===== src/rtl/mc_datapath_mul.sv =====
// mc_datapath_mul -- multi-cycle ARM datapath with a sequential shift-add multiplier.
//
// Holds the PC/IR/Data/A/WD/ALUOut registers, a 16-entry register file (R15 reads
// as Result, writes to R15 redirect to PC), the immediate extender, the ALU and the
// result mux. MUL is done by a radix-2 shift-add unit with a start/busy/done
// handshake so the controller can stall on it.
//
// Optional build macro: MC_MUL_EARLY_EXIT_EN -- the multiplier stops iterating as
// soon as the remaining multiplier bits are all zero.
//
// Ports
//   clk, reset        rising-edge clock, synchronous active-low reset
//   Adr, WriteData    memory address / store data (WD register)
//   ReadData          memory read data (feeds IR and Data)
//   Instr             instruction register
//   ALUFlags          {N,Z,C,V} of the current ALU result
//   opMul             selects the MUL register-field layout
//   PCWrite..ALUControl  controller enables and mux selects
//   MulStart          one-cycle multiply request (A * WD)
//   MulBusy, MulDone  multiplier iterating / one-cycle product-valid pulse
//   PC, Result        debug views of the program counter and result bus
module mc_datapath_mul #(
    parameter int              XLEN     = 32,
    parameter int              PC_STEP  = 4,
    parameter logic [XLEN-1:0] RESET_PC = '0
) (
    input  logic            clk,
    input  logic            reset,
    output logic [XLEN-1:0] Adr,
    output logic [XLEN-1:0] WriteData,
    input  logic [XLEN-1:0] ReadData,
    output logic [31:0]     Instr,
    output logic [3:0]      ALUFlags,
    input  logic            opMul,
    input  logic            PCWrite,
    input  logic            RegWrite,
    input  logic            IRWrite,
    input  logic            AdrSrc,
    input  logic            ALUSrcA,
    input  logic [1:0]      RegSrc,
    input  logic [1:0]      ALUSrcB,
    input  logic [1:0]      ResultSrc,
    input  logic [1:0]      ImmSrc,
    input  logic [2:0]      ALUControl,
    input  logic            MulStart,
    output logic            MulBusy,
    output logic            MulDone,
    output logic [XLEN-1:0] PC,
    output logic [XLEN-1:0] Result
);

    localparam int CW = $clog2(XLEN + 1);

    logic [XLEN-1:0] pc, data, a, wd, aluout;
    logic [31:0]     ir;
    logic [XLEN-1:0] rf [16];

    logic [3:0]      rn, rd, rm, ra1, ra2;
    logic [XLEN-1:0] rd1, rd2, extimm, srca, srcb, alures, product;

    // ---------------- register-field decode ----------------
    assign rn  = opMul ? ir[3:0]   : ir[19:16];
    assign rd  = opMul ? ir[19:16] : ir[15:12];
    assign rm  = opMul ? ir[11:8]  : ir[3:0];
    assign ra1 = RegSrc[0] ? 4'd15 : rn;
    assign ra2 = RegSrc[1] ? rd    : rm;

    // R15 is not stored; reading it yields the result bus (PC+8 from the controller).
    assign rd1 = (ra1 == 4'd15) ? Result : rf[ra1];
    assign rd2 = (ra2 == 4'd15) ? Result : rf[ra2];

    // ---------------- extender ----------------
    always_comb begin
        extimm = '0;
        case (ImmSrc)
            2'd0:    extimm = {{(XLEN-8){1'b0}}, ir[7:0]};
            2'd1:    extimm = {{(XLEN-12){1'b0}}, ir[11:0]};
            2'd2:    extimm = {{(XLEN-26){ir[23]}}, ir[23:0], 2'b00};
            default: extimm = '0;
        endcase
    end

    // ---------------- ALU ----------------
    assign srca = ALUSrcA ? pc : a;
    always_comb begin
        srcb = '0;
        case (ALUSrcB)
            2'd0:    srcb = wd;
            2'd1:    srcb = extimm;
            2'd2:    srcb = XLEN'(PC_STEP);
            default: srcb = '0;
        endcase
    end

    logic            is_sub, cflag, vflag;
    logic [XLEN-1:0] b_eff;
    logic [XLEN:0]   sum;

    // Subtraction is a + ~b + 1, so the carry out is already NOT-borrow.
    assign is_sub = (ALUControl == 3'b001);
    assign b_eff  = is_sub ? ~srcb : srcb;
    assign sum    = {1'b0, srca} + {1'b0, b_eff} + {{XLEN{1'b0}}, is_sub};

    always_comb begin
        alures = '0;
        cflag  = 1'b0;
        vflag  = 1'b0;
        case (ALUControl)
            3'b000, 3'b001: begin
                alures = sum[XLEN-1:0];
                cflag  = sum[XLEN];
                vflag  = (srca[XLEN-1] == b_eff[XLEN-1]) &&
                         (sum[XLEN-1] != srca[XLEN-1]);
            end
            3'b010:  alures = srca & srcb;
            3'b011:  alures = srca | srcb;
            3'b100:  alures = srca ^ srcb;
            default: alures = '0;
        endcase
    end

    assign ALUFlags = {alures[XLEN-1], (alures == '0), cflag, vflag};

    // ---------------- result mux / outputs ----------------
    always_comb begin
        Result = aluout;
        case (ResultSrc)
            2'd0: Result = aluout;
            2'd1: Result = data;
            2'd2: Result = alures;
            2'd3: Result = product;
        endcase
    end

    assign Adr       = AdrSrc ? Result : pc;
    assign WriteData = wd;
    assign Instr     = ir;
    assign PC        = pc;

    // ---------------- architectural registers ----------------
    always_ff @(posedge clk) begin
        if (!reset) begin
            pc     <= RESET_PC;
            ir     <= '0;
            data   <= '0;
            a      <= '0;
            wd     <= '0;
            aluout <= '0;
            for (int i = 0; i < 16; i++) rf[i] <= '0;
        end else begin
            if (PCWrite || (RegWrite && rd == 4'd15)) pc <= Result;
            if (IRWrite) ir <= ReadData[31:0];
            data   <= ReadData;
            a      <= rd1;
            wd     <= rd2;
            aluout <= alures;
            if (RegWrite && rd != 4'd15) rf[rd] <= Result;
        end
    end

    // ---------------- shift-add multiplier ----------------
    typedef enum logic [1:0] {M_IDLE, M_RUN, M_DONE} mstate_t;
    mstate_t mstate, mstate_nxt;

    logic [CW-1:0]   cnt;
    logic [XLEN-1:0] mcand, mplier, acc, acc_nxt, mplier_sh;
    logic            run_last, accept;

    assign acc_nxt   = mplier[0] ? acc + mcand : acc;
    assign mplier_sh = mplier >> 1;
    // A request in the DONE cycle is taken, giving back-to-back multiplies.
    assign accept    = MulStart && (mstate != M_RUN);

`ifdef MC_MUL_EARLY_EXIT_EN
    assign run_last = (cnt == CW'(1)) || (mplier_sh == '0);
`else
    assign run_last = (cnt == CW'(1));
`endif

    always_ff @(posedge clk) begin
        if (!reset) mstate <= M_IDLE;
        else        mstate <= mstate_nxt;
    end

    always_comb begin
        mstate_nxt = mstate;
        case (mstate)
            M_IDLE:  mstate_nxt = accept ? M_RUN : M_IDLE;
            M_RUN:   mstate_nxt = run_last ? M_DONE : M_RUN;
            M_DONE:  mstate_nxt = accept ? M_RUN : M_IDLE;
            default: mstate_nxt = M_IDLE;
        endcase
    end

    always_comb begin
        MulBusy = (mstate == M_RUN);
        MulDone = (mstate == M_DONE);
    end

    always_ff @(posedge clk) begin
        if (!reset) begin
            mcand   <= '0;
            mplier  <= '0;
            acc     <= '0;
            cnt     <= '0;
            product <= '0;
        end else if (accept) begin
            mcand  <= a;
            mplier <= wd;
            acc    <= '0;
            cnt    <= CW'(XLEN);
        end else if (mstate == M_RUN) begin
            acc    <= acc_nxt;
            mcand  <= mcand << 1;
            mplier <= mplier_sh;
            cnt    <= cnt - CW'(1);
            // Product is published as the FSM enters DONE and held afterwards.
            if (run_last) product <= acc_nxt;
        end
    end

endmodule


===== config.mk =====
export PLATFORM = sky130hd
export DESIGN_NAME = mc_datapath_mul
export DESIGN_NICKNAME = d
export VERILOG_FILES = /design/src/rtl/mc_datapath_mul.sv
export SDC_FILE = /design/constraint.sdc
export NUM_CORES = 2
export LEC_CHECK = 0
export ABC_AREA = 1
export BUFFER_PORTS_ARGS = -buffer_cell sky130_fd_sc_hd__buf_2
export CELL_PAD_IN_SITES_DETAIL_PLACEMENT = 0
export CELL_PAD_IN_SITES_GLOBAL_PLACEMENT = 1
export CORE_UTILIZATION = 44
export DETAILED_ROUTE_END_ITERATION = 6
export PLACE_DENSITY = 0.82
export SLEW_MARGIN = 20
export SYNTH_ARGS = -nofsm -noshare
export SYNTH_HDL_FRONTEND = slang
export SYNTH_SLANG_ARGS = --single-unit

===== constraint.sdc =====
create_clock -name clk -period 4.05 [get_ports clk]
set_input_delay 0 -clock clk [delete_from_list [all_inputs] [get_ports clk]]
set_output_delay 0 -clock clk [all_outputs]
set_load 0.03 [all_outputs]

==> results.yml <==
clock_network:
  clk_path_buf_depth: 3
  ctsHtreeMaxLevel: 3
  cts_tree: "yes"
  cts.root.buffer_cell: "clkbuf_16"
  worst_skew_pair.late_latency_ns: 0.71
  cts_buffers: 95
  clk_transition_reported_paths_ns: 0.06
  cts_num_sinks: 840
timing:
  hold_viol_final: 0
  hold-worst-slack_ns: 0.0207
  tns_ns: 0
  fin_worst_skew_ns: 0.0518
  post-route-period-util_pct: 98.9
  worst_margin_pin_slew_ns: 1.09
  final_max_slew_viol_count: 0
  finalSetupViolCount: 0
  fmax_ghz: 0.250
  max-slew-margin-rel_pct: 27.0
  fin_crit_ns: 4.00
  rsz0062_at_grt: "true"
routing:
  drt_iter0_markers: 5504
  met1_length_mm: 78.9
  drt_first_pass_iters: 7
  wl_per_cell_um: 24.4
  route.vias.total: 45600
  uppermost_metal_layer_occupied_by_signal_nets: "met5"
  detailroute.wirelength.met3_mm: 18.5
  drc: 6
  routed_wirelength_mm: 191
  route.detailed.vias_per_inst: 5.83
  number_of_nets_still_failing_antenna_checks_after_routing: 0
  met2WireLength_mm: 84.7
status:
  outcome: "finished, violations left"
  violations: "DRC"
critical_path:
  cp_data_required_time_ns: 4.05
  critical_path_peak_fanout: 5
  slowest_delay_ns: 0.40
  cp_top_family: "simple AND/OR/NAND/NOR gates"
  worstSetupEndpointType: "primary output"
  worstPathArrival_ns: 4.00
  cp_slowest_cell: "dfxtp_2"
  setup.worst_path.start_class: "flop"
  worstPathBufferInverterCount: 3
  crit_path_cell_trace: "inv_2, o22ai_4, xor2_1, ha_1, nand2_1, nor2_1, inv_1, nor3_4, nand3_1, nand3b_1, nand3_1, nand2_1, nand2_1, nand2_1, o21ai_2, o21ai_4, buf_4"
  cpMostUsedCell: "nand2_1"
  worst_path_class_setup: "flop to primary output"
finish:
  layout-drive-gt1-share_pct: 15.3
  layoutNonFillerInstCount: 7830
  finish.net_count: 6546
  area_delta_synth_final_pct: 19.0
  num-fill-cells: 9844
yosys:
  per_instance_average_area_after_synthesis_sq_um: 7.71
  number_of_enable_type_register_cells_in_the_synthesized_netlist: 512
  post_synth_main_area_contributors: "edfxtp_1 (33%), dfxtp_1 (14%), nor2_1 (7.8%)"
  synth_cell_type_count: 57
  yosys_warnings: 0
  synth_top_area_share_pct: 32.7
  synthesis.area_sq_um: 47000
  netlist_instances: 6095
  synth_most_common_cell: "nor2_1"
  ys_seq_elements: 840
  synth_flop_cell: "edfxtp_1"
  synthTopCellsByCount: "nor2_1 (982), nand2_1 (952), inv_1 (701)"
  synth-seq-area-share_pct: 46.7
  async_reset_ff_share_pct: 0
  synth.largest_area_cell: "edfxtp_1"
worst_hold_path:
  hp-class: "input pin to flop"
power_and_ir_drop:
  ir_worst_vdd_uv: 330
  switching_share_pct: 32.6
  combinational_share_of_power_pct: 22.3
  net-switching-power_mw: 7.84
  cellInternalPower_mw: 16.2
  p_per_area_nw_per_um2: 429
  clock_power_share_pct: 36.4
  power.leakage_nw: 23.8
  sequential_cell_fraction_of_total_power_pct: 41.3
grt:
  antenna_violations_before_repair: 6
  first_global_vias: 41600
  grt_max_degree: 103
  grt_pass1_wl_mm: 274
  grtUsageTotal_pct: 34.2
  globalRouteOverflowTotal: 0
placed_design:
  placed_cells: 7556
  hpwlAfterDp_mm: 134
  buffer_ports.inserted: 217
  routabilityCongestion: 0.991
floorplanning:
  num_rows: 119
  initial_core_util_pct: 44.5
  die-height_um: 329
  fp.dieArea_sq_um: 108000
  core-area_sq_um: 106000
  top_level_ports: 218
  die_width_um: 329
flow_run:
  cap_viol_max_count: 0
[per-layer routing]
metal	up-vias	track usage [%]
met5	-	0
met4	4	15.3
met3	377	6.38
met2	2389	52.2
met1	21900	46.9
li1	21000	-
[cells by family (layout without fill, tap and decap cells)]
group | count (synthesis) | count (layout) | synth area share (%)
AOI/OAI and AO/OA | 1603 | 1605 | 19.4
xor gates and xnor gates | 43 | 43 | 0.801
other | 1 | 33 | 0.00798
and+or+nand+nor | 2312 | 2312 | 19.8
DFF | 840 | 840 | 46.7
adders and majority gates | 130 | 130 | 3.49
buffers and inverters | 1166 | 1476 | 9.86
[sequential cells by signal, summed over array words and instances, names as in the netlist]
name       count
mcand         32
product       32
WriteData     32
mstate         2
rf           512
aluout        32
Instr         32
data          32
a             32
cnt            6
mplier        32
acc           32
PC            32
[per-stage QoR]
step / utilization (%) / worst slack [ns] / total power [mW] / cell area, sq um
after floorplan: - / 0.482 / 12.8 / 47100
after global placement: 48.3 / -0.346 / 14.9 / 50900
after detailed placement: 48.3 / -0.153 / 15.0 / 50900
after CTS: 52.1 / -0.000348 / 23.7 / 55000
after global routing: 53.0 / -0.0920 / 24.7 / 55900
final: 53.0 / 0.0458 / 24.0 / 55900
[final timing paths]
kind	startpoint	to	slack, ns	cells after the start
worst max-delay path	WriteData[15]$_SDFF_PN0_	Adr[19]	0.05	17
worst min-delay path	ResultSrc[0]	PC[24]$_SDFFE_PN0P_	0.02	5
worst max register to register	WriteData[9]$_SDFF_PN0_	rf[4][18]$_SDFFCE_PN0P_	0.42	23
worst min register to register	cnt[5]$_SDFFE_PN0P_	cnt[5]$_SDFFE_PN0P_	0.48	1
[cell usage in the layout (no fill, tap or decap), types with 53 or more instances in the layout]
| cell type | instances |
|---|---|
| buf_12 | 53 |
| a221oi_1 | 57 |
| o22ai_1 | 111 |
| inv_1 | 685 |
| buf_2 | 183 |
| o211ai_1 | 92 |
| nand2_1 | 898 |
| o221ai_1 | 68 |
| o21ai_1 | 91 |
| ha_1 | 118 |
| dfxtp_1 | 295 |
| o21ai_0 | 628 |
| nand3_1 | 249 |
| nor2_1 | 956 |
| a21oi_1 | 400 |
| nand2_2 | 57 |
| edfxtp_1 | 512 |
| buf_4 | 281 |
| clkbuf_16 | 98 |
[worst min-delay path, delay by kind of cell]
family,cells,cell delay (ns)
buffers and inverters,2,0.38
AOI/OAI and AO/OA,3,0.26
[cell type report]
cell class / count / area (sq um) / share of cell area [%]
Sequential cell: 840 / 22000 / 39.3
Antenna cell: 1 / 2.50 / 0.00447
Timing Repair Buffer: 584 / 4790 / 8.57
Clock inverter: 49 / 473 / 0.846
Clock buffer: 122 / 2620 / 4.68
Tap cell: 1391 / 1740 / 3.11
Multi-Input combinational cell: 4122 / 21600 / 38.6
Inverter: 721 / 2720 / 4.87
[power groups by stage]
stage                     Sequential [mW]  Clock (mW)  Combinational (mW)
after floorplan                      10.1           0                2.76
after global placement               10.0           0                4.88
after detailed placement             10.1           0                4.91
after CTS                            9.88        8.77                5.06
after global routing                 9.94        9.11                5.69
final                                9.91        8.74                5.36
[what timing repair did]
item | CTS | global route
setup buffers | 11 | 42
endpoints found under the hold margin | 128 | 0
hold buffers | 45 | 0
endpoints found under the setup margin | 50 | 54
pin swaps | 16 | 43
resized for setup | 137 | 187
gates cloned | 1 | 3
(Power assumes the default switching activity.)
